===== src/rtl/text_line_fetcher.sv =====
// Per-scanline glyph fetcher for the debug text display: text RAM -> char ROM -> 1-bit pixel stream.
// Both memories are synchronous with one cycle of read latency.
module text_line_fetcher #(
  parameter int COLS   = 80,
  parameter int TXT_AW = 11
) (
  input  logic              clk,
  input  logic              reset,
  input  logic              line_start,
  input  logic [6:0]        text_row,
  input  logic [3:0]        font_row,
  input  logic              pix_en,
  output logic [TXT_AW-1:0] txt_addr,
  input  logic [7:0]        txt_data,
  output logic [11:0]       rom_addr,
  input  logic [7:0]        rom_data,
  output logic              pixel,
  output logic              pixel_valid,
  output logic              busy,
  output logic              underrun
);

  typedef enum logic [2:0] {IDLE, TXT, CHR, CAP, WAIT} state_t;

  localparam logic [7:0] COLS8 = 8'(COLS);

  state_t            state;
  logic [TXT_AW-1:0] base;
  logic [TXT_AW-1:0] row_base;
  logic [7:0]        column;
  logic [7:0]        emitted;
  logic [7:0]        hold;
  logic              hold_full;
  logic [7:0]        shifter;
  logic [3:0]        cnt;
  logic [3:0]        font_q;
  logic [11:0]       rom_addr_q;
  logic              line_done;

  assign row_base = TXT_AW'(32'(text_row) * 32'(COLS));

  // txt_data only arrives during CHR, so the ROM address is forwarded from it
  // combinationally in that state and held from a register everywhere else.
  assign rom_addr = (state == CHR) ? {txt_data, font_q} : rom_addr_q;

  // Drop busy together with the final shift of the last glyph.
  assign line_done = (state == IDLE) && (emitted == COLS8) &&
                     ((cnt == 4'd0) || ((cnt == 4'd1) && pix_en));

  always_ff @(posedge clk) begin
    if (reset) begin
      state       <= IDLE;
      base        <= '0;
      column      <= '0;
      emitted     <= '0;
      hold        <= '0;
      hold_full   <= 1'b0;
      shifter     <= '0;
      cnt         <= '0;
      font_q      <= '0;
      rom_addr_q  <= '0;
      txt_addr    <= '0;
      pixel       <= 1'b0;
      pixel_valid <= 1'b0;
      busy        <= 1'b0;
      underrun    <= 1'b0;
    end else if (line_start) begin
      font_q      <= font_row;
      base        <= row_base;
      column      <= '0;
      hold_full   <= 1'b0;
      cnt         <= '0;
      emitted     <= '0;
      underrun    <= 1'b0;
      txt_addr    <= row_base;
      pixel       <= 1'b0;
      pixel_valid <= 1'b0;
      busy        <= 1'b1;
      state       <= TXT;
    end else begin
      pixel       <= 1'b0;
      pixel_valid <= 1'b0;
      if (pix_en) begin
        if (cnt != 4'd0) begin
          pixel       <= shifter[7];
          shifter     <= {shifter[6:0], 1'b0};
          cnt         <= cnt - 4'd1;
          pixel_valid <= 1'b1;
        end else if (hold_full) begin
          pixel       <= hold[7];
          shifter     <= {hold[6:0], 1'b0};
          cnt         <= 4'd7;
          hold_full   <= 1'b0;
          emitted     <= emitted + 8'd1;
          pixel_valid <= 1'b1;
        end else if (busy && (emitted < COLS8)) begin
          underrun <= 1'b1;
        end
      end

      if (line_done) busy <= 1'b0;

      case (state)
        TXT: state <= CHR;
        CHR: begin
          rom_addr_q <= {txt_data, font_q};
          column     <= column + 8'd1;
          state      <= CAP;
        end
        CAP: begin
          hold      <= rom_data;
          hold_full <= 1'b1;
          state     <= WAIT;
        end
        WAIT: begin
          if (!hold_full) begin
            if (column == COLS8) begin
              state <= IDLE;
            end else begin
              txt_addr <= base + TXT_AW'(column);
              state    <= TXT;
            end
          end
        end
        default: state <= IDLE;
      endcase
    end
  end

endmodule


===== config.mk =====
export PLATFORM = sky130hd
export DESIGN_NAME = text_line_fetcher
export DESIGN_NICKNAME = d
export VERILOG_FILES = /design/src/rtl/text_line_fetcher.sv
export SDC_FILE = /design/constraint.sdc
export NUM_CORES = 1
export LEC_CHECK = 0
export CAP_MARGIN = 5
export CORE_MARGIN = 4
export CORE_UTILIZATION = 54
export DETAILED_ROUTE_END_ITERATION = 6
export PLACE_DENSITY = 0.8
export SYNTH_ARGS = -nofsm -noshare
export SYNTH_HDL_FRONTEND = slang
export SYNTH_SLANG_ARGS = --single-unit

===== constraint.sdc =====
create_clock -name clk -period 2 [get_ports clk]
set_input_delay 0.3 -clock clk [delete_from_list [all_inputs] [get_ports clk]]
set_output_delay 0.3 -clock clk [all_outputs]
set_load 0.02 [all_outputs]

### Word-level counts from Yosys, hierarchy flattened

Index checks and enable logic that the tools add are counted.

* bits in registers: 78
* logic and storage cells: 84
* input bits: 31
* output and inout port bits: 27

* bitwise logic cells: 5
* reductions and logical operators: 22
* $lt $le $gt $ge: 1
* multipliers: 1
* equal/unequal tests: 12
* add/subtract/negate cells: 4
* muxes and demuxes: 22

Operators with widths (number)
* $mux 11: 4
* $add 8x1->8 const B: 2
* $eq 8x7->1 const B: 2
* $mux 8: 2
* $mux 12: 1
* $pmux 3 s4: 1
* $reduce_and 3->1: 4
* $add 11x8->11: 1
* $mux 1: 11
* $lt 8x7->1 const B: 1
* $mux 4: 2
* $reduce_bool 2->1: 4
* $mul 7x3->7 const B: 1
* $eq 3x2->1 const B: 2
* $ne 2x2->1 const B: 3
* $reduce_and 2->1: 3
* $not 1->1: 5
* $eq 4x1->1 const B: 1
* $logic_and 1x1->1: 4
* $logic_not 4->1: 1
* $reduce_and 4->1: 1
* $reduce_bool 4->1: 1
* $sub 4x1->4 const B: 1
* $eq 3x1->1 const B: 1
* other kinds (8): 8

### Longest topological paths before layout

Gate-level depths: netlist (run 1).

* depth in word-level cells: 6
* depth in mapped cells: 8
* gate-level depth less buffers: 7

### Worst setup path after synthesis (run 1)

Ideal clock, no wire load.

* path type: register to register
* start point: reg cnt[0]
* end point: reg shifter[1]
* library setup time: 0.128 ns
* setup slack: 0.251 ns
* path buffers: 2
* arrival: 1.621 ns
* clock period less this slack: 1.749 ns
* stages on the path, launching flop included: 9
* required time: 1.872 ns
* cells stage by stage: dfxtp_1 -> inv_1 -> ha_1 -> or3b_1 -> clkbuf_1 -> o211a_1 -> buf_2 -> mux2i_1 -> nor2_1

* cells in the longest elaborated chain, start to end: 3
* elaborated cells on any way between the ends: 4
* classes of those cells: mux (1); reduce/logical (3)

RTL lines
* start, declared: line 35 `logic [3:0] cnt;`
* start signal, assigned: line 87 `cnt <= cnt - 4'd1;`
* $reduce_bool 4->1 *: line 84 `if (cnt != 4'd0) begin`
* $reduce_bool 2->1 (no line)
* $reduce_and 3->1 (no line)
* end signal, assigned: line 86 `shifter <= {shifter[6:0], 1'b0};`
* end signal, assigned: line 91 `shifter <= {hold[6:0], 1'b0};`
* end, declared: line 34 `logic [7:0] shifter;`

Every way passes the cells marked *; elsewhere a longest branch is shown, timed or not.
A chain may end at the register's enable or synchronous reset.

### Worst setup path after layout (run 1)

* start point: reg state[0]
* end point: out rom_addr[7]

* cells in the longest elaborated chain, start to end: 2

RTL lines
* start, declared: line 27 `state_t state;`
* start signal, assigned: line 52 `state <= IDLE;`
* start signal, assigned: line 79 `state <= TXT;`
* start signal, assigned: line 104 `TXT: state <= CHR;`
* $eq 3x2->1: line 44 `assign rom_addr = (state == CHR) ? {txt_data, font_q} : rom_addr_q;`
* $mux 12
* end, declared: line 15 `output logic [11:0] rom_addr,`

Every way passes these cells.

==> key figures, run 1 <==
Drt
  – DR vias: 3046
  – Met1 wire length: 3660 um
  – Post-route DRC: 0
  – DR top layer: met4
  – Post-Route WL: 8250 um
  – Vias/cell: 5.53
  – Pre-antenna DRT Iters: 4
  – Wire length on met2: 4010 um
  – Initial DRC count: 144
  – Avg WL per Cell: 15.0 um
  – Antenna-violating nets left: 0
  – Routed wl met3: 351 um

STA
  – Tmin final: 1.98 ns
  – RSZ-0062 raised after global routing: true
  – Relative max-transition margin: 0.624
  – Hold slack final: 0.456 ns
  – Final hold violation count: 0
  – Final setup fails: 0
  – Slew Viols, Final: 0
  – Max frequency: 0.505 GHz
  – Worst Tran Pin Value: 0.564 ns
  – Tcrit/Tclk final: 0.990
  – Final Skew: 0.00872 ns

Floorplanning
  – Num ports: 58
  – Die footprint: 8190 um2
  – Core area: 6490 um2
  – Starting Density: 0.566
  – Site row count: 29
  – Die height: 90.5 um
  – Die width: 90.5 um

Final layout
  – Post-Layout Cell Count: 551
  – Layout cells sized above 1: 0.167
  – Layout area overhead: 27.7%
  – Fin nets: 519
  – Fillers: 482
  – Antenna cells: 0

Yosys
  – Top_reg_cell synth: dfxtp_1
  – Top-count cell post-synth: dfxtp_1
  – Synthesized flop and latch total: 77
  – Synthesized netlist cell count: 406
  – Synth area leader: dfxtp_1
  – Area contributors post-synth: dfxtp_1 42%, mux2i_1 6.3%, ha_1 5.8%
  – Synthesized area: 3670 um2
  – Syn avg cell area: 9.05 um2
  – Yosys warning total: 0
  – Cell variety after synth: 50
  – Ys async rst share: 0
  – Sequential area share after synthesis: 0.419
  – Commonest cells post-synth: 77 x dfxtp_1, 54 x nor2_1, 52 x nand2_1
  – Syn nets: 456
  – Area share of the largest cell type after synthesis: 0.419
  – Post-synth EDFFs: 0

Worst setup path
  – Cell Chain, Critical Path: nor3b_4 > buf_6 > mux2_1 > buf_2
  – Critical Path Fanout Max: 11
  – Crit end category: output pin
  – Type of origin of the critical path: flop
  – R2R setup slack: 0.04 ns
  – Cell family with most CP delay: buffers and inverters
  – Required @ worst endpoint: 1.70 ns
  – CP max stage cell: mux2_1
  – Critical Path AT: 1.68 ns
  – Crit-path max cell delay: 0.35 ns
  – Worst Path Buf+Inv: 2
  – CP Class: flop to output pin

Placement
  – Hpwl dp: 5550 um
  – RePlAce Congestion: 0.900
  – Placed Instances: 531
  – I/O Buffers: 57

Power
  – Comb power frac: 0.113
  – Leak pwr: 1.77 nW
  – Sw frac: 0.240
  – VDD IR max: 599 uV
  – Seq pwr share: 0.478
  – Power Dens Cells: 714 nW/um2
  – Sw Pwr: 0.806 mW
  – Clock share of power: 0.409
  – P_int: 2.55 mW
  – Final Power: 3.35 mW

Global route
  – Initial antenna violation count: 0
  – Largest net degree at the start of global routing: 46
  – GRT overflow: 0
  – First-pass GRT wire length: 14100 um
  – Tot GR Track Use: 0.209
  – Vias in the first global route: 2964

Clock network
  – Clk Latency, worst-skew pair: 0.35 ns
  – CTS H-tree lvls: 3
  – CTS tree: yes
  – CTS Hold Bufs: 0
  – Clock slew at reported path FFs: 0.08 ns
  – Clk root buf: clkbuf_8
  – Clock sinks: 77
  – TritonCTS Buffers: 9
  – Longest Clk Path Bufs: 2

Run
  – Max_cap viols: 0

Status
  – Outcome: finished clean

Min path
  – Hold crit path type: flop to flop
cells in the final DEF (no fill, tap or decap), types with 12 or more instances in the layout:
cell type	n
a21oi_1	27
nand2_1	52
buf_4	21
dfxtp_1	74
mux2i_1	23
clkdlybuf4s50_1	45
ha_1	17
xor2_1	12
inv_1	13
nor2_1	54
area by class of cell:
| class | instances | area [um2] | share of cell area |
|---|---|---|---|
| inverters | 13 | 48.8 | 0.0104 |
| flip-flops and latches | 77 | 1550 | 0.329 |
| clock buffers | 12 | 155 | 0.0330 |
| well taps | 77 | 96.3 | 0.0205 |
| multi-input cells | 292 | 2030 | 0.433 |
| repair buffers | 76 | 738 | 0.157 |
| clock inverters | 4 | 77.6 | 0.0165 |
flip-flops by register name (all words and copies together), names as in the netlist, 3 cells and up:
signal and count:
base 7, cnt 4, column 8, emitted 8
font_q 4, hold 8, rom_addr_q 12, shifter 7
state 3, txt_addr 11
power by group through the flow:
stage	clock network (mW)	registers (mW)	logic, mW
6_report	1.37	1.60	0.377
5_1_grt	1.46	1.61	0.411
4_1_cts	1.38	1.60	0.373
3_5_place_dp	0	1.64	0.363
3_3_place_gp	0	1.63	0.354
2_1_floorplan	0	1.65	0.186
metal layers:
| layer | vias to the layer above | global-route usage |
|---|---|---|
| met3 | 20 | 0.0425 |
| met5 | - | 0 |
| met2 | 76 | 0.351 |
| li1 | 1526 | - |
| met4 | 0 | 0.0855 |
| met1 | 1424 | 0.260 |
stage by stage:
step	instance area (um2)	util	setup TNS [ns]	worst slack, ns
3_3_place_gp	4380	0.674	-0.561	-0.179
5_1_grt	4690	0.723	-0.0773	-0.0365
2_1_floorplan	3670	-	0	0.251
4_1_cts	4640	0.715	-0.142	-0.0401
6_report	4690	0.723	0	0.0205
3_5_place_dp	4380	0.674	-1.07	-0.262
worst min-delay path: stages (launching register included):
cell,delay (ns)
dfxtp_1,0.31
nand2_1,0.05
a21oi_1,0.05
cells by family after synthesis:
family	synth area share
and+or+nand+nor	0.193
DFF	0.419
AOI/OAI and AO/OA	0.121
buffers and inverters	0.0436
muxes	0.0994
xor gates and xnor gates	0.0548
adders and majority gates	0.0688
final timing paths:
check	from	to	depth (start not counted)
setup / recovery	state[0]	rom_addr[7]	4
hold / removal	rom_addr_q[5]	rom_addr_q[5]	2
setup reg to reg	column[4]	txt_addr[10]	6
hold reg to reg	rom_addr_q[5]	rom_addr_q[5]	2
what timing repair did:
item                       in CTS  in global routing
resized for setup              63                 15
buffers inserted                1                  3
setup endpoints to repair      12                 19
cloned                          1                  0
pin swaps                       1                  1
No activity file was read; power rests on OpenSTA's default activity.
==> inputs of run 2 (changes only) <==
CORE_ASPECT_RATIO = 1.5   (was unset)
CORE_UTILIZATION = 63   (was 54)
DONT_BUFFER_PORTS = 1   (was unset)
PLACE_DENSITY = 0.79   (was 0.8)
TNS_END_PERCENT = 30   (was unset)
==> run 2 against run 1 <==
Effect of this change: sequential cell count did not move; non-clock buffer count fell by 61; routed wire length fell by 4.4%; clock skew rose by 0.0031 ns; sequential share of layout area rose by 5.6 points; setup slack improved by 0.023 ns; critical path depth did not move.
==> key figures, run 2 (synthesized netlist as in run 1, its figures left out) <==
Status
  – Outcome: finished clean

Global route
  – Initial antenna violation count: 0 (unchanged)
  – Tot GR Track Use: 0.233 (+0.0245)
  – Largest net degree at the start of global routing: 32 (-30%)
  – First-pass GRT wire length: 13000 um (-7.8%)
  – GRT overflow: 0 (unchanged)
  – Vias in the first global route: 2857 (-3.6%)

Power
  – Sw Pwr: 0.740 mW (-8.1%)
  – P_int: 2.31 mW (-9.1%)
  – VDD IR max: 595 uV (-0.62%)
  – Leak pwr: 1.47 nW (-17%)
  – Clock share of power: 0.396 (-0.013)
  – Comb power frac: 0.073 (-0.040)
  – Seq pwr share: 0.531 (+0.053)
  – Power Dens Cells: 761 nW/um2 (+6.7%)
  – Sw frac: 0.242 (+0.00195)

Worst setup path
  – R2R setup slack: 0.14 ns (+0.10 ns)
  – CP Class: flop to output pin
  – Critical Path Fanout Max: 13 (+2)
  – Critical Path AT: 1.66 ns (-0.02 ns)
  – Crit path to: rom_addr[5]
  – Type of origin of the critical path: flop
  – Crit end category: output pin
  – R2R Path Start: cnt[0]
  – R2R cell count: 6 (unchanged)
  – Crit Reg-Reg Endpoint: emitted[3]
  – Setup crit start: state[1]
  – Required @ worst endpoint: 1.70 ns (about the same)

STA
  – Final Skew: 0.0118 ns (+0.00309 ns)
  – Hold slack final: 0.0308 ns (-0.425 ns)
  – Tcrit/Tclk final: 0.978 (-0.0114)
  – Worst Tran Pin Value: 0.865 ns (+0.301 ns)
  – Max frequency: 0.511 GHz (+1.2%)
  – Tmin final: 1.96 ns (-0.0228 ns)
  – Final hold violation count: 0 (unchanged)
  – Slew Viols, Final: 0 (unchanged)
  – RSZ-0062 raised after global routing: true
  – Relative max-transition margin: 0.422 (-0.203)
  – Final setup fails: 0 (unchanged)

Clock network
  – TritonCTS Buffers: 9 (unchanged)
  – Clk root buf: clkbuf_8
  – Clock slew at reported path FFs: 0.07 ns (about the same)
  – CTS tree: yes
  – CTS H-tree lvls: 3 (unchanged)
  – Clock sinks: 77 (unchanged)
  – Longest Clk Path Bufs: 2 (unchanged)
  – # Post-CTS Setup Buffers: 0 (-1)
  – Clk Latency, worst-skew pair: 0.35 ns (about the same)

Placement
  – RePlAce Congestion: 0.842 (-6.4%)
  – Hpwl dp: 5240 um (-5.5%)
  – I/O Buffers: 0 (-100%)

Drt
  – Initial DRC count: 195 (+35%)
  – Pre-antenna DRT Iters: 4 (unchanged)
  – Post-Route WL: 7890 um (-4.4%)
  – DR vias: 2862 (-6.0%)
  – Antenna-violating nets left: 0 (unchanged)
  – Post-route DRC: 0 (unchanged)
  – Vias/cell: 5.93 (+7.2%)
  – Avg WL per Cell: 16.3 um (+9.1%)

Final layout
  – Fillers: 424 (-12%)
  – Fin util: 0.719 (-0.00337)
  – Largest registers: rom_addr_q (12), txt_addr (11)
  – Fin nets: 458 (-12%)
  – Max FFs per register: 12 (unchanged)
  – Most common cell after layout, fill and taps aside: dfxtp_1
  – Reg with most FFs: rom_addr_q
  – Register area: 1540 um2 (-0.16%)
  – Antenna cells: 0 (unchanged)
  – Layout cells sized above 1: 0.138 (-0.0287)
  – Commonest non-fill, non-tap cells in the layout: 76 x dfxtp_1, 54 x nor2_1, 52 x nand2_1
  – Multi-input gate area in the final layout: 1990 um2 (-2.0%)
  – Layout area overhead: 9.13%

Floorplanning
  – Die width: 70.4 um (-22%)
  – Die height: 102 um (+12%)
  – Die footprint: 7140 um2 (-13%)
  – Starting Density: 0.659 (+0.0935)
  – Site row count: 33 (+14%)
  – Num ports: 58 (unchanged)
  – Core area: 5570 um2 (-14%)

Min path
  – Hold path depth: 1 (-1)
  – Hold crit path type: input port to flop

Run
  – Max_cap viols: 0 (unchanged)
run 2: layout make-up:
cell class | instances | share of cell area
repair buffers | 15 | 0.0321
inverters | 13 | 0.0122
clock buffers | 11 | 0.0378
multi-input cells | 292 | 0.497
clock inverters | 5 | 0.0147
flip-flops and latches | 77 | 0.385
well taps | 70 | 0.0218
run 2: worst max-delay path: stages (launching register included):
cell and delay, ns:
dfxtp_1 0.35, buf_4 0.15, nor3b_2 0.18, buf_6 0.20, mux2_2 0.43
run 2: timing repair:
action | in CTS | in global routing
pin swaps | 0 | 0
hold buffers | 4 | 1
hold endpoints to repair | 20 | 1
gates resized for setup | 5 | 7
endpoints found under the setup margin | 9 | 22
run 2: worst min-delay path by stage:
| stage | to | start | slack, ns |
|---|---|---|---|
| CTS | hold[5] | reset | 0.0003 |
| global route | shifter[4] | reset | 0.005 |
| global placement | base[9] | reset | 0.38 |
| floorplan | rom_addr_q[5] | rom_addr_q[5] | 0.43 |
| finish | busy | reset | 0.03 |
| detailed placement | base[9] | reset | 0.38 |
run 2: metal layers:
layer,up-vias,GRT usage,share of wire
met5,-,0,0
met1,1326,0.245,0.40
met3,25,0.0745,0.065
met2,99,0.413,0.50
met4,0,0.124,0.035
li1,1412,-,-
run 2: stage by stage:
stage               power, mW  worst slack (ns)  cell area [um2]  TNS, ns  instances
floorplan                1.83             0.251             3670        0        406
global placement         1.85             0.162             3730        0        462
detailed placement       1.86            0.0979             3730        0        462
CTS                      3.08          0.000736             3980        0        482
global route             3.18           -0.0331             4010   -0.258        483
finish                   3.05            0.0433             4010        0        483
run 2: power by group through the flow:
stage	registers [mW]	logic [mW]	clock network, mW
after global placement	1.66	0.192	0
after floorplan	1.65	0.186	0
final	1.62	0.224	1.21
after CTS	1.62	0.220	1.24
after detailed placement	1.66	0.199	0
after global routing	1.63	0.247	1.31
